## config.mk

```make
export PLATFORM = sky130hd
export DESIGN_NAME = result_to_bcd
export DESIGN_NICKNAME = d
export VERILOG_FILES = /design/src/rtl/result_to_bcd_pkg.sv /design/src/rtl/bcd_digit_adjust.sv /design/src/rtl/result_to_bcd.sv
export SDC_FILE = /design/constraint.sdc
export NUM_CORES = 1
export LEC_CHECK = 0
export CORE_MARGIN = 3
export CORE_UTILIZATION = 30
export CTS_CLUSTER_DIAMETER = 50
export DETAILED_ROUTE_END_ITERATION = 16
export MAX_ROUTING_LAYER = met4
export PLACE_DENSITY = 0.59
export RECOVER_POWER = 25
export SLEW_MARGIN = 10
export SYNTH_ARGS = -nofsm -noshare
export SYNTH_HDL_FRONTEND = slang
export SYNTH_SLANG_ARGS = --single-unit
```

## constraint.sdc

```tcl
create_clock -name clk -period 1.7 [get_ports clk]
set_input_delay 0.34 -clock clk [delete_from_list [all_inputs] [get_ports clk]]
set_output_delay 0.34 -clock clk [all_outputs]
set_load 0.03 [all_outputs]
```

## src/rtl/result_to_bcd_pkg.sv

```systemverilog
// Shared defaults and FSM state type for the binary-result to BCD converter.
package result_to_bcd_pkg;

    localparam int DEF_IN_WIDTH = 20;
    localparam int DEF_DIGITS   = 7;

    typedef enum logic [1:0] {
        IDLE  = 2'd0,
        SHIFT = 2'd1,
        DONE  = 2'd2
    } state_e;

endpackage

```

## src/rtl/bcd_digit_adjust.sv

```systemverilog
// One BCD digit of the double-dabble correction: add 3 when the digit is 5 or more.
module bcd_digit_adjust (
    input  logic [3:0] digit_i,
    output logic [3:0] digit_o
);

    assign digit_o = (digit_i >= 4'd5) ? (digit_i + 4'd3) : digit_i;

endmodule

```

## src/rtl/result_to_bcd.sv

```systemverilog
// Converts a signed or unsigned ALU result word into packed BCD digits plus a sign flag,
// one magnitude bit per cycle (shift-and-add-3).
module result_to_bcd
    import result_to_bcd_pkg::*;
#(
    parameter int IN_WIDTH = DEF_IN_WIDTH,
    parameter int DIGITS   = DEF_DIGITS
) (
    input  logic                  clk,
    input  logic                  rst_n,
    input  logic                  in_valid,
    output logic                  in_ready,
    input  logic [IN_WIDTH-1:0]   in_data,
    input  logic                  in_signed,
    output logic                  out_valid,
    input  logic                  out_ready,
    output logic [4*DIGITS-1:0]   out_bcd,
    output logic                  out_neg,
    output logic                  busy,
    output state_e                state_dbg
);

    localparam int CNT_W = $clog2(IN_WIDTH + 1);
    localparam int BCD_W = 4 * DIGITS;

    state_e              state_q, state_d;
    logic [BCD_W-1:0]    bcd_q, bcd_d;
    logic [BCD_W-1:0]    bcd_adj;
    logic [IN_WIDTH-1:0] mag_q, mag_d;
    logic [CNT_W-1:0]    cnt_q, cnt_d;
    logic                neg_q, neg_d;
    logic                in_is_neg;

    for (genvar g = 0; g < DIGITS; g++) begin : g_adj
        bcd_digit_adjust u_adj (
            .digit_i (bcd_q[4*g +: 4]),
            .digit_o (bcd_adj[4*g +: 4])
        );
    end

    assign in_is_neg = in_signed & in_data[IN_WIDTH-1];

    // Valid/ready: a word moves on a rising edge where valid and ready are both high;
    // out_valid with out_bcd/out_neg stays asserted and unchanged until that edge.
    always_comb begin
        state_d = state_q;
        bcd_d   = bcd_q;
        mag_d   = mag_q;
        cnt_d   = cnt_q;
        neg_d   = neg_q;
        case (state_q)
            IDLE: begin
                if (in_valid) begin
                    // Negating 100..0 gives 100..0 again, which read unsigned is the right magnitude.
                    mag_d   = in_is_neg ? (~in_data + IN_WIDTH'(1)) : in_data;
                    neg_d   = in_is_neg;
                    bcd_d   = '0;
                    cnt_d   = CNT_W'(IN_WIDTH);
                    state_d = SHIFT;
                end
            end
            SHIFT: begin
                bcd_d = {bcd_adj[BCD_W-2:0], mag_q[IN_WIDTH-1]};
                mag_d = {mag_q[IN_WIDTH-2:0], 1'b0};
                cnt_d = cnt_q - CNT_W'(1);
                if (cnt_q == CNT_W'(1)) begin
                    state_d = DONE;
                end
            end
            DONE: begin
                if (out_ready) begin
                    state_d = IDLE;
                end
            end
            default: state_d = IDLE;
        endcase
    end

    always_ff @(posedge clk) begin
        if (!rst_n) begin
            state_q <= IDLE;
            bcd_q   <= '0;
            mag_q   <= '0;
            cnt_q   <= '0;
            neg_q   <= 1'b0;
        end else begin
            state_q <= state_d;
            bcd_q   <= bcd_d;
            mag_q   <= mag_d;
            cnt_q   <= cnt_d;
            neg_q   <= neg_d;
        end
    end

    assign in_ready  = (state_q == IDLE);
    assign busy      = (state_q == SHIFT);
    assign out_valid = (state_q == DONE);
    assign out_bcd   = bcd_q;
    assign out_neg   = neg_q;
    assign state_dbg = state_q;

endmodule

```

* Word-level counts from Yosys, hierarchy flattened
Cells that the tools add are included.
Operators by class: equality and inequality tests 6, bitwise gates (word level) 2, reductions and logical operators 5, muxes and demuxes 18, magnitude comparators 7, add/subtract/negate cells 9
Operators by type and width (number):
- 28-bit case mux with 2 select lines | 1
- 20-bit 2-to-1 mux | 2
- 20-bit case mux with 2 select lines | 1
- 4-bit by 3-bit greater-or-equal comparator with 1-bit output (second input constant) | 7
- 28-bit 2-to-1 mux | 1
- 4-bit by 2-bit adder with 4-bit output (second input constant) | 6
- 4-bit 2-to-1 mux | 6
- 20-bit by 1-bit adder with 20-bit output (second input constant) | 1
- 20-bit inverter | 1
- 5-bit case mux with 2 select lines | 1
- 2-bit 2-to-1 mux | 3
- 2-bit case mux with 3 select lines | 1
- 5-bit by 1-bit equality test with 1-bit output (second input constant) | 1
- 5-bit 2-to-1 mux | 1
- 5-bit by 1-bit subtractor with 5-bit output (second input constant) | 1
- 2-bit by 1-bit inequality test with 1-bit output (second input constant) | 2
- 2-bit AND reduction | 2
- 3-bit by 2-bit adder with 3-bit output (second input constant) | 1
- 3-bit 2-to-1 mux | 1
- 3-bit AND reduction | 1
- 2-bit by 1-bit equality test with 1-bit output (second input constant) | 1
- 2-bit equality test (second input constant) | 1
- 2-bit logical NOT | 1
- 2-bit inequality test (second input constant) | 1
- other kinds (2) | 2
Word-level totals: output and inout port bits 34, bits of input ports 25, register bits 56, logic and storage cells 52

* Logic depth before layout (Yosys ltp)
Gate-level depths: netlist of the first run.
depth in word-level cells 5, depth in mapped cells 7, gate-level depth less buffers 6

* Hierarchy
Synthesis of the first run repeated with hierarchy kept, for this count alone.
Second synthesis, totals: cell total of the unflattened synthesis 433, area, all modules 3338.2 um^2
By module, submodules not included:
- result_to_bcd | sequential area each 1121.1 um^2, area an instance 2628.8 um^2, times used 1, cells each 321
- bcd_digit_adjust | sequential area each 0.0 um^2, area an instance 101.3 um^2, times used 7, cells each 16

* Worst setup path before layout of the first run
Ideal clock, no wire load.
path type reg-to-reg, start point reg state_q[1] (netlist: state_dbg[1]), end point reg mag_q[2], library setup time 0.128 ns, buffers on the path 3, setup slack -0.022 ns, arrival 1.594 ns, clock period less this slack 1.722 ns, stages on the path, launching flop included 8, required time 1.572 ns, path through dfxtp_1 buf_2 nand2b_2 inv_2 buf_2 buf_2 a222oi_1 nor2_1
Between the ends: word-level cells in the longest chain between the ends 3, elaborated cells on any way between the ends 6, classes of those cells eq/ne (2); mux (1); reduce/logical (3)
Ends and longest elaborated chain:
- start: declaration | RTL line result_to_bcd.sv:26 | state_e state_q, state_d;
- start signal: assignment | RTL line result_to_bcd.sv:87 | state_q <= state_d;
- 2-bit by 1-bit equality test with 1-bit output / 2-bit logical NOT (equally long branches) | RTL line result_to_bcd.sv:51 | case (state_q)
- 2-bit nonzero test (no line) / 2-bit inequality test (equally long branches)
- 2-bit AND reduction (no line)
- end signal: assignment | RTL line result_to_bcd.sv:89 | mag_q <= mag_d;
- end: declaration | RTL line result_to_bcd.sv:29 | logic [IN_WIDTH-1:0] mag_q, mag_d;
Parallel ways exist; a longest one is shown, timed or not. A chain may end at the register's enable or synchronous reset.

* Final worst setup path of the first run
start point in in_valid, end point reg mag_q[18]
Between the ends: word-level cells in the longest chain between the ends 2
Ends and longest elaborated chain:
- start: declaration | RTL line result_to_bcd.sv:11 | input logic in_valid,
- 2-bit inequality test (no line)
- 2-bit AND reduction (no line)
No other way between the ends.

==> impl_summary.txt, run 1 <==
----------------------------------------------------
[Run status]
  Result of the run ... complete, no violations

[Clock tree]
  Clock Root Buffer ... sky130_fd_sc_hd__clkbuf_8
  Clock network latency to the later pin of the worst-skew pair ... roughly 0.31 ns
  H-tree levels ... 2
  Largest buffer count on any clock path ... 2
  CTS tree ... built
  Clock sinks ... between 50 and 60
  Count of hold buffers inserted by post-cts repair ... 0
  Inserted Clock Buffers ... 5
  Clock transition time at the flip-flop clock pins of the worst setup and hold paths ... ~0.10 ns

[Job]
  Max capacitance violation total ... 0

[Floorplanning]
  Core Box Area ... between 0.01 and 0.015 sq mm
  Effective utilization at floorplan ... roughly a third
  Width of the die ... approximately 110 microns
  Rows ... 37
  Top-level I/O count ... 59
  Vertical extent of the die ... between 100 and 150 microns
  Total Die Area ... 0.0122 sq mm

[Setup path]
  Worst flop-to-flop path startpoint ... state_dbg[0]
  Kind of launch point of the worst setup path ... input pin
  Slowest cell on crit path ... sky130_fd_sc_hd__clkdlybuf4s50_1
  CP Class ... in -> reg
  Slowest Stage Delay on Critical Path ... 0.41 ns
  Critical path's most frequent cell ... sky130_fd_sc_hd__buf_4
  Launching instance or port of the critical path ... in_valid
  Crit end category ... register
  Setup slack of the worst register-to-register path ... around 0.08 ns
  Maximum fanout along the worst path ... 6
  Reg2Reg Capture Point ... mag_q[13]
  Data required time of the worst path ... approximately 1.9 ns
  Critical Path Sink ... mag_q[18]
  Worst path cell trace ... clkdlybuf4s50_1 -> buf_4 -> nor4bb_2 -> buf_4 -> and3_1 -> a2111oi_1 -> nand2_1
  Number of cells on the worst reg-to-reg path ... 5
  Arrival time reported for the critical path endpoint ... between 1.5 and 2 ns

[Worst hold path]
  Hold crit path type ... in -> reg

[Timing]
  Final clock period utilization by the worst path ... 98.7%
  Time the worst path needs with I/O delays and setup ... about 1.7 ns
  Setup clock skew after layout ... between 0.01 and 0.015 ns
  Hold slack ... approximately 0.47 ns
  Endpoints failing hold ... 0
  Finish-stage setup viols ... 0
  Setup TNS after final layout ... 0 ns
  Unrepaired setup endpoints after global routing ... no
  Pins Over Slew Limit ... 0
  Slew @ Worst Pin ... 0.373 ns
  Relative slew slack ... between 70% and 80%
  Max Clk Rate ... slightly below 600 MHz

[Power and ir drop]
  Switching power total ... roughly 900 uW
  Total leakage power ... approximately 1.9 nW
  Share of power burned in registers ... a little over two fifths
  Logic pwr share ... roughly 23%
  Power density relative to cell area ... between 700 and 800 mW/mm^2
  Overall Power ... ~3.4 mW
  Part of the total power dissipated in the clock network ... 34.4%
  Internal power ... approximately 2.5 mW
  Peak ir drop on the vdd network ... roughly 0.00036 V
  Fraction of power spent switching nets ... 26.7%

[Synth]
  Library cell with the largest summed area after synthesis ... sky130_fd_sc_hd__dfxtp_1
  Number of standard cells after synthesis ... 400
  Share of Yosys cell area claimed by the top area cell type ... between 30% and 40%
  Number of flops mapped to enable cells by yosys ... 0
  Total nets after synthesis ... ~440
  Cell area after synthesis ... between 0.003 and 0.004 sq mm
  Number of warning messages in the yosys log ... 0
  Dominant cells by area after synthesis ... sky130_fd_sc_hd__dfxtp_1 34%, sky130_fd_sc_hd__ha_1 6.5%, sky130_fd_sc_hd__a21oi_1 5.6%, sky130_fd_sc_hd__xnor2_1 4.8%, sky130_fd_sc_hd__nand2_1 4.7%
  Syn avg cell area ... just over 8 sq um
  Register area share after synthesis ... about a third
  Dominant synthesized flop cell ... sky130_fd_sc_hd__dfxtp_1
  Synth cell types ... 57
  Number of storage elements in the synthesis netlist ... 56
  Ys async rst share ... 0%

[Finish]
  Fraction of layout instances using a drive strength above 1 ... approximately 20%
  Fin cells ... about 640
  Number of antenna repair diodes ... 0
  Post-Layout Inst Area ... approximately 0.0046 sq mm
  Filler cells ... roughly 1000
  Layout overhead on the synthesized area ... 39.7%
  Multi-input gate area ... between 0.002 and 0.0025 sq mm
  Net count of the finished layout ... ~540
  Reg area ... approximately 0.0011 sq mm

[Detailed routing]
  Number of remaining DRC errors ... 0
  Number of nets still failing antenna checks after routing ... 0
  Per-cell via count in the routed design ... ~4.9
  Detailed-routing iteration count for the pre-antenna-repair pass ... 5
  Final WL ... roughly 8.6 mm
  Routed len/inst ... around 13 microns
  DR vias ... roughly 3200
  Number of violations reported at the end of detailed-routing iteration 0 ... approximately 240

[Place]
  Standard cell area after detailed placement ... approximately 0.0044 sq mm
  Placed cells ... approximately 630
  Last weighted congestion value of the routability-driven placer ... 0.734
  # port buffers ... 58
  Total half-perimeter wirelength after legalization and detailed placement ... 6.47 mm

[Global route]
  First-pass GRT wire length ... approximately 14 mm
  Pin count of the biggest net entering global routing ... 23
  Antenna violations before repair ... 0
  Total Routing Usage GR ... around 14%
  Overall overflow remaining after global route ... 0
  Number of global-route vias before repair ... around 3100

----------------------------------------------------
critical path: cells and delay by family:
| kind | cells | cell delay, ns |
|---|---|---|
| buf+inv | 3 | 0.72 |
| compound gates | 1 | 0.38 |
| simple gates | 3 | 0.43 |
per-layer routing:
layer  part of all wire [%]  vias up  wire length [microns]  global-route usage, %
met5                      0        -                      0                      -
met4                   0.60        0                     51                   3.37
met2                     48       61                   4120                   23.7
met3                    4.2        5                    356                   2.41
li1                       -     1629                      -                      -
met1                     47     1461                   4020                   17.5
power groups by stage:
stage | Combinational (mW) | Sequential, mW | Clock, mW
final | 0.795 | 1.45 | 1.18
after global placement | 0.779 | 1.48 | 0
after detailed placement | 0.791 | 1.48 | 0
after global routing | 0.868 | 1.46 | 1.27
after floorplan | 0.415 | 1.47 | 0
after CTS | 0.788 | 1.45 | 1.21
cell type report:
class	instances	share of cell area, %
tap	136	3.71
multi-input combinational	297	43.9
sequential	56	24.5
inverter	24	1.96
clock inverter	3	1.96
clock buffer	5	1.50
timing repair buffer	117	22.4
repair_timing:
action	CTS	global route
endpoints found under the setup margin	32	18
setup buffers	0	1
gates resized for setup	32	16
layout by cell type (no fill, tap or decap), types with 17 or more instances in the layout:
master	netlist	final
sky130_fd_sc_hd__a21oi_1	37	34
sky130_fd_sc_hd__buf_4	0	55
sky130_fd_sc_hd__clkdlybuf4s50_1	0	22
sky130_fd_sc_hd__dfxtp_1	56	54
sky130_fd_sc_hd__dlygate4sd2_1	0	31
sky130_fd_sc_hd__ha_1	17	17
sky130_fd_sc_hd__inv_1	22	22
sky130_fd_sc_hd__nand2_1	41	40
sky130_fd_sc_hd__o21ai_0	20	20
sky130_fd_sc_hd__xnor2_1	18	18
synthesized netlist by cell type (8+ instances only):
cell / instances
sky130_fd_sc_hd__xnor2_1: 18
sky130_fd_sc_hd__ha_1: 17
sky130_fd_sc_hd__nand2b_1: 9
sky130_fd_sc_hd__or3_1: 9
sky130_fd_sc_hd__nand2_1: 41
sky130_fd_sc_hd__inv_1: 22
sky130_fd_sc_hd__o21ai_1: 8
sky130_fd_sc_hd__and3_1: 9
sky130_fd_sc_hd__a21oi_1: 37
sky130_fd_sc_hd__nand3_1: 14
sky130_fd_sc_hd__clkbuf_1: 14
sky130_fd_sc_hd__o21ai_0: 20
sky130_fd_sc_hd__nor3_1: 14
sky130_fd_sc_hd__dfxtp_1: 56
sky130_fd_sc_hd__nor2_1: 16
sky130_fd_sc_hd__mux2_2: 9
sky130_fd_sc_hd__o22ai_1: 10
worst min path at each step:
stage	endpoint	slack (ns)	cells past startpoint	start
3_5_place_dp	out_bcd[0]	0.46	2	mag_q[19]
2_1_floorplan	cnt_q[4]	0.44	1	cnt_q[4]
5_1_grt	mag_q[0]	0.48	4	in_data[0]
4_1_cts	out_bcd[0]	0.48	2	mag_q[19]
3_3_place_gp	cnt_q[4]	0.46	1	cnt_q[4]
6_report	mag_q[0]	0.47	4	in_data[0]
logic make-up after synthesis:
family,after synthesis,share of synthesized area (%)
AND/OR/NAND/NOR,138,23.3
adder cells (fa/ha/maj),17,6.48
buffers and inverters,47,6.10
flip-flops,56,34.1
XOR/XNOR,25,6.67
AO/OA/AOI/OAI,104,19.0
multiplexers,13,4.31
flip-flops by register name (all words and copies together) (netlist names):
name and flops:
out_neg 1, cnt_q 5, out_bcd 28, mag_q 20, state_dbg 2
through the flow:
stage                     utilization [%]  setup slack (ns)
final                                43.8            0.0229
after global routing                 43.8            0.0151
after CTS                            43.3           0.00258
after detailed placement             42.1            -0.335
after global placement               42.1            -0.304
after floorplan                         -           0.00123
(Power assumes the default switching activity.)
==> run 2: changes to the inputs <==
--- a/config.mk
+++ b/config.mk
@@ -6,11 +6,11 @@
 export NUM_CORES = 1
 export LEC_CHECK = 0
 export CORE_MARGIN = 3
-export CORE_UTILIZATION = 30
+export CORE_UTILIZATION = 53
 export CTS_CLUSTER_DIAMETER = 50
 export DETAILED_ROUTE_END_ITERATION = 16
 export MAX_ROUTING_LAYER = met4
-export PLACE_DENSITY = 0.59
+export PLACE_DENSITY = 0.88
 export RECOVER_POWER = 25
 export SLEW_MARGIN = 10
 export SYNTH_ARGS = -nofsm -noshare
==> run 2 against run 1 <==
Clock skew is 0.00092 ns higher. Flip-flop and latch count stayed put. Power is 7.3% lower. Global-route usage is 12 points higher. Non-clock buffer count is 3 higher. Maximum frequency is 0.39% lower. Core utilization is 31 points higher. Clock-buffer cell count stayed put. First-iteration DRC count is 0.83% lower. Final cell count is 8.9% lower. Sequential share of layout area is 0.69 points higher.
==> impl_summary.txt, run 2 (synthesized netlist as in run 1, its figures left out) <==
----------------------------------------------------
[Run status]
  Result of the run ... complete, no violations

[Place]
  # port buffers ... between 50 and 60
  Total half-perimeter wirelength after legalization and detailed placement ... between 6 and 7 mm
  Placed cells ... around 570
  Last weighted congestion value of the routability-driven placer ... 0.877

[Timing]
  Finish-stage setup viols ... 0
  Time the worst path needs with I/O delays and setup ... ~1.7 ns
  Relative slew slack ... roughly three quarters
  Setup clock skew after layout ... 0.0116 ns
  Final clock period utilization by the worst path ... 99.0%
  Max Clk Rate ... 594 MHz
  Setup TNS after final layout ... 0 ns
  Endpoints failing hold ... 0
  Pins Over Slew Limit ... 0
  Slew @ Worst Pin ... slightly below 0.4 ns
  Hold slack ... slightly below 0.5 ns

[Global route]
  Overall overflow remaining after global route ... 0
  Global route hottest layer ... met2
  Number of global-route vias before repair ... 3215
  Pin count of the biggest net entering global routing ... 20
  First-pass GRT wire length ... around 15 mm
  Total Routing Usage GR ... about a quarter
  Antenna violations before repair ... 0
  Met2 routing resource usage after global routing ... roughly 44%
  Met3 usage in global routing ... 3.14%
  Met1 Use GR ... 30.7%

[Floorplanning]
  Vertical extent of the die ... between 80 and 90 microns
  Effective utilization at floorplan ... 55.1%
  Top-level I/O count ... 59
  Core Box Area ... 0.00596 sq mm
  Rows ... 28
  Width of the die ... roughly 85 microns
  Total Die Area ... ~0.0072 sq mm

[Worst hold path]
  Start point of the worst min-delay path ... mag_q[19]
  Depth of the worst hold-timing path ... 2
  Hold crit path type ... reg -> reg
  End point of the worst hold path ... out_bcd[0]

[Clock tree]
  H-tree levels ... 2
  Clock Root Buffer ... sky130_fd_sc_hd__clkbuf_8
  Inserted Clock Buffers ... 5
  Count of hold buffers inserted by post-cts repair ... 0
  Largest buffer count on any clock path ... 2
  Clock transition time at the flip-flop clock pins of the worst setup and hold paths ... around 0.10 ns
  CTS tree ... built
  Clock network latency to the later pin of the worst-skew pair ... around 0.32 ns
  Clock sinks ... 56

[Detailed routing]
  Number of violations reported at the end of detailed-routing iteration 0 ... 240
  Detailed-routing iteration count for the pre-antenna-repair pass ... 5
  Number of nets still failing antenna checks after routing ... 0
  DR vias ... 3422
  Number of remaining DRC errors ... 0
  Final WL ... approximately 9.3 mm
  Routed len/inst ... 16.1 microns
  Per-cell via count in the routed design ... slightly below 6

[Finish]
  Net count of the finished layout ... around 550
  Layout overhead on the synthesized area ... 36.3%
  Number of antenna repair diodes ... 0
  Flip-flop count of the largest register, all copies and words added ... 28
  Filler cells ... roughly 450
  Fin cells ... roughly 580
  Commonest non-fill, non-tap cells in the layout ... 58 x sky130_fd_sc_hd__buf_4, 53 x sky130_fd_sc_hd__dfxtp_1, 41 x sky130_fd_sc_hd__nand2_1
  Leading cell type in the layout, fill and taps excluded ... sky130_fd_sc_hd__buf_4
  Fraction of layout instances using a drive strength above 1 ... 20.8%

[Setup path]
  Worst flop-to-flop path startpoint ... state_dbg[1]
  Maximum fanout along the worst path ... 3
  Total buffers and inverters traversed by the critical path ... 2
  Crit end category ... register
  Launching instance or port of the critical path ... in_data[12]
  Reg2Reg Capture Point ... mag_q[16]
  Number of cells on the worst reg-to-reg path ... 5
  CP Class ... in -> reg
  Data required time of the worst path ... ~2 ns
  Arrival time reported for the critical path endpoint ... around 1.9 ns
  Slowest cell on crit path ... sky130_fd_sc_hd__clkdlybuf4s50_1
  Slowest Stage Delay on Critical Path ... approximately 0.47 ns
  Dominant delay contributor by cell family on the critical path ... simple AND/OR/NAND/NOR gates
  Kind of launch point of the worst setup path ... input pin
  Setup slack of the worst register-to-register path ... roughly 0.090 ns
  Worst path cell trace ... clkdlybuf4s50_1 -> buf_4 -> nor3_1 -> nand2b_1 -> or3_1 -> nand3_1

[Job]
  Max capacitance violation total ... 0

[Power and ir drop]
  Total leakage power ... 1.88 nW
  Power density relative to cell area ... between 700 and 800 mW/mm^2
  Peak ir drop on the vdd network ... between 0.0004 and 0.0005 V

----------------------------------------------------
[run 2: area by class of cell]
cell class | count | area (sq um) | area share (%)
well taps | 75 | 93.8 | 2.10
repair buffers | 120 | 1040 | 23.2
clock inverters | 3 | 47.5 | 1.06
clock buffers | 5 | 68.8 | 1.54
flip-flops and latches | 56 | 1130 | 25.2
multi-input cells | 298 | 2000 | 44.8
inverters | 24 | 92.6 | 2.07
[run 2: where the power goes]
| group | internal, mW | switching [mW] |
|---|---|---|
| clock network | 0.444 | 0.454 |
| logic | 0.386 | 0.434 |
| registers | 1.39 | 0.0612 |
[run 2: worst max-delay path by stage]
stage	cells after the start	end	slack, ns
5_1_grt	6	mag_q[15]	-0.03
6_report	6	mag_q[15]	0.02
3_3_place_gp	6	mag_q[19]	-0.35
2_1_floorplan	6	out_bcd[14]	0.001
3_5_place_dp	6	mag_q[19]	-0.40
4_1_cts	1	out_neg	0.006
[run 2: per-stage QoR]
stage	utilization (%)	instance area [sq um]	worst slack, ns	total power, mW
3_5_place_dp	72.3	4310	-0.402	2.26
4_1_cts	73.9	4400	0.00581	3.15
6_report	75.1	4480	0.0163	3.17
5_1_grt	75.1	4480	-0.0280	3.30
2_1_floorplan	-	3280	0.00123	1.89
3_3_place_gp	72.3	4310	-0.351	2.23
[run 2: worst register-to-register path, cell delays in order (launching register included)]
cell and delay [ns]:
sky130_fd_sc_hd__dfxtp_4 0.39, sky130_fd_sc_hd__buf_12 0.14, sky130_fd_sc_hd__nand4bb_1 0.35, sky130_fd_sc_hd__or3_1 0.40, sky130_fd_sc_hd__mux2i_1 0.14, sky130_fd_sc_hd__a311o_1 0.14
[run 2: what timing repair did]
action / CTS / global route
buffers inserted: 1 / 3
endpoints found under the hold margin: 0 / 0
gates cloned: 0 / 1
setup endpoints to repair: 39 / 17
gates resized for setup: 38 / 15
pin swaps: 0 / 4
[run 2: per-layer routing]
| layer | share of wire (%) | routed length (microns) | up-vias |
|---|---|---|---|
| li1 | - | - | 1637 |
| met1 | 40 | 3760 | 1606 |
| met2 | 51 | 4770 | 149 |
| met3 | 6.3 | 587 | 30 |
| met4 | 2.4 | 229 | 0 |
| met5 | 0 | 0 | - |
==> run 3: changes to the inputs <==
--- a/config.mk
+++ b/config.mk
@@ -5,8 +5,10 @@
 export SDC_FILE = /design/constraint.sdc
 export NUM_CORES = 1
 export LEC_CHECK = 0
+export CELL_PAD_IN_SITES_DETAIL_PLACEMENT = 0
+export CELL_PAD_IN_SITES_GLOBAL_PLACEMENT = 1
 export CORE_MARGIN = 3
-export CORE_UTILIZATION = 53
+export CORE_UTILIZATION = 39
 export CTS_CLUSTER_DIAMETER = 50
 export DETAILED_ROUTE_END_ITERATION = 16
 export MAX_ROUTING_LAYER = met4
==> run 3 against run 2 <==
Sequential share of layout area down 0.22 points. Register-to-register slack about the same. Final cell count up 4.6%. Worst setup slack better by 0.036 ns. Non-clock buffer count up 1. Largest power group unchanged. Power down 6.4%. Clock power down 18%. Highest routed layer unchanged.
==> impl_summary.txt, run 3 (synthesized netlist as in run 1, its figures left out) <==
----------------------------------------------------
[Detailed routing]
  Detailed-routing iteration count for the pre-antenna-repair pass ... 5
  Number of nets still failing antenna checks after routing ... 0
  Number of remaining DRC errors ... 0
  Final WL ... around 8.3 mm
  Routed len/inst ... 13.6 microns
  Number of violations reported at the end of detailed-routing iteration 0 ... between 150 and 200
  DR vias ... 3200
  Per-cell via count in the routed design ... about 5.3

[Place]
  # port buffers ... 58
  Total half-perimeter wirelength after legalization and detailed placement ... about 6.4 mm
  Last weighted congestion value of the routability-driven placer ... around 0.85
  Dpl ws ... -0.302 ns
  Standard cell area after detailed placement ... around 0.0044 sq mm

[Finish]
  Post-Layout Inst Area ... 0.00449 sq mm
  Commonest non-fill, non-tap cells in the layout ... 59 x sky130_fd_sc_hd__buf_4, 54 x sky130_fd_sc_hd__dfxtp_1, 41 x sky130_fd_sc_hd__nand2_1
  Layout overhead on the synthesized area ... 36.7%
  Leading cell type in the layout, fill and taps excluded ... sky130_fd_sc_hd__buf_4
  Fraction of layout instances using a drive strength above 1 ... approximately 20%
  Number of antenna repair diodes ... 0
  Filler cells ... 763
  Flip-flop count of the largest register, all copies and words added ... 28
  Net count of the finished layout ... roughly 550

[Timing]
  Time the worst path needs with I/O delays and setup ... 1.65 ns
  Hold slack ... roughly 0.47 ns
  Slack of the critical path ... approximately 0.052 ns
  Slew @ Worst Pin ... roughly 0.38 ns
  Max Clk Rate ... between 600 and 700 MHz
  Setup TNS after final layout ... 0 ns
  Relative slew slack ... around 74%
  Endpoints failing hold ... 0
  Setup clock skew after layout ... 0.00306 ns
  Pins Over Slew Limit ... 0
  Finish-stage setup viols ... 0
  Final clock period utilization by the worst path ... 96.9%

[Power and ir drop]
  Switching power total ... ~910 uW
  Overall Power ... between 2 and 3 mW
  Fraction of power spent switching nets ... 30.6%
  Logic pwr share ... a little over a quarter
  Share of power burned in registers ... between 40% and 50%
  Total leakage power ... 1.85 nW
  Part of the total power dissipated in the clock network ... 24.8%
  Internal power ... 2.06 mW
  Peak ir drop on the vdd network ... approximately 0.00038 V
  Power density relative to cell area ... between 600 and 700 mW/mm^2

[Clock tree]
  Clock sinks ... 56
  Number of buffers inserted by post-CTS setup repair ... 0
  Count of hold buffers inserted by post-cts repair ... 0
  Clock Root Buffer ... sky130_fd_sc_hd__clkbuf_8
  H-tree levels ... 2
  Inserted Clock Buffers ... 5
  CTS tree ... built
  Clock transition time at the flip-flop clock pins of the worst setup and hold paths ... ~0.1 ns
  Clock network latency to the later pin of the worst-skew pair ... about 0.31 ns
  Largest buffer count on any clock path ... 2

[Setup path]
  Critical path's most frequent cell ... sky130_fd_sc_hd__buf_4
  Kind of launch point of the worst setup path ... input pin
  CP Class ... in -> reg
  Maximum fanout along the worst path ... 7
  Crit end category ... register
  Worst path cell trace ... clkdlybuf4s50_1 -> buf_4 -> nor4bb_4 -> buf_4 -> buf_4 -> nand2_1 -> mux2i_1 -> a311o_1
  Slowest cell on crit path ... sky130_fd_sc_hd__clkdlybuf4s50_1
  Data required time of the worst path ... ~2.0 ns
  Arrival time reported for the critical path endpoint ... about 1.9 ns
  Slowest Stage Delay on Critical Path ... around 0.48 ns

[Global route]
  Antenna violations before repair ... 0
  First-pass GRT wire length ... about 14 mm
  Pin count of the biggest net entering global routing ... 25
  Number of global-route vias before repair ... 3029
  Overall overflow remaining after global route ... 0
  Total Routing Usage GR ... 17.7%

[Worst hold path]
  Hold crit path type ... reg -> reg

[Floorplanning]
  Vertical extent of the die ... ~98 microns
  Width of the die ... between 90 and 100 microns
  Top-level I/O count ... between 50 and 60
  Total Die Area ... ~0.0096 sq mm
  Core Box Area ... ~0.0079 sq mm
  Rows ... 32
  Effective utilization at floorplan ... 41.4%

[Run status]
  Result of the run ... complete, no violations

[Job]
  Max capacitance violation total ... 0

----------------------------------------------------
run 3: stage by stage:
stage | instances | util, %
global placement | 600 | 55.2
global route | 608 | 56.6
floorplan | 400 | -
finish | 608 | 56.6
CTS | 608 | 55.9
detailed placement | 600 | 55.2
run 3: power groups by stage:
| stage | combinational (mW) | sequential, mW | clock, mW |
|---|---|---|---|
| floorplan | 0.415 | 1.47 | 0 |
| global placement | 0.768 | 1.47 | 0 |
| detailed placement | 0.778 | 1.48 | 0 |
| CTS | 0.772 | 1.45 | 0.760 |
| global route | 0.868 | 1.46 | 0.810 |
| finish | 0.787 | 1.45 | 0.735 |
run 3: cell type report:
cell class / instances / area (sq um) / area share, %
multi-input combinational: 297 / 2030 / 45.2
sequential: 56 / 1120 / 25.0
timing repair buffer: 121 / 1030 / 22.9
tap: 102 / 128 / 2.84
inverter: 24 / 95.1 / 2.12
clock buffer: 6 / 72.6 / 1.62
clock inverter: 2 / 16.3 / 0.362
run 3: final timing paths:
| path | start | slack, ns | end | depth (start not counted) |
|---|---|---|---|---|
| max reg2reg | state_dbg[1] | 0.08 | mag_q[13] | 6 |
| min reg2reg | out_bcd[9] | 0.47 | out_bcd[9] | 2 |
| max | in_valid | 0.05 | mag_q[16] | 8 |
| min | out_bcd[9] | 0.47 | out_bcd[9] | 2 |
run 3: layer usage:
layer / wire length (microns) / global-route usage, % / vias up
met3: 281 / 2.43 / 6
met2: 4080 / 29.7 / 60
li1: - / - / 1631
met5: 0 / - / -
met1: 3840 / 22.5 / 1503
met4: 55 / 4.69 / 0
run 3: what timing repair did:
action                                  4_1_cts  5_1_grt
pin swaps                                     0        1
endpoints found under the setup margin       34       11
resized for setup                            34       14
run 3: critical path, delay by kind of cell:
kind                   cells  cell delay (ns)
and+or+nand+nor            2             0.33
muxes                      1             0.18
AOI/OAI and AO/OA          1             0.13
buffers and inverters      4             0.91
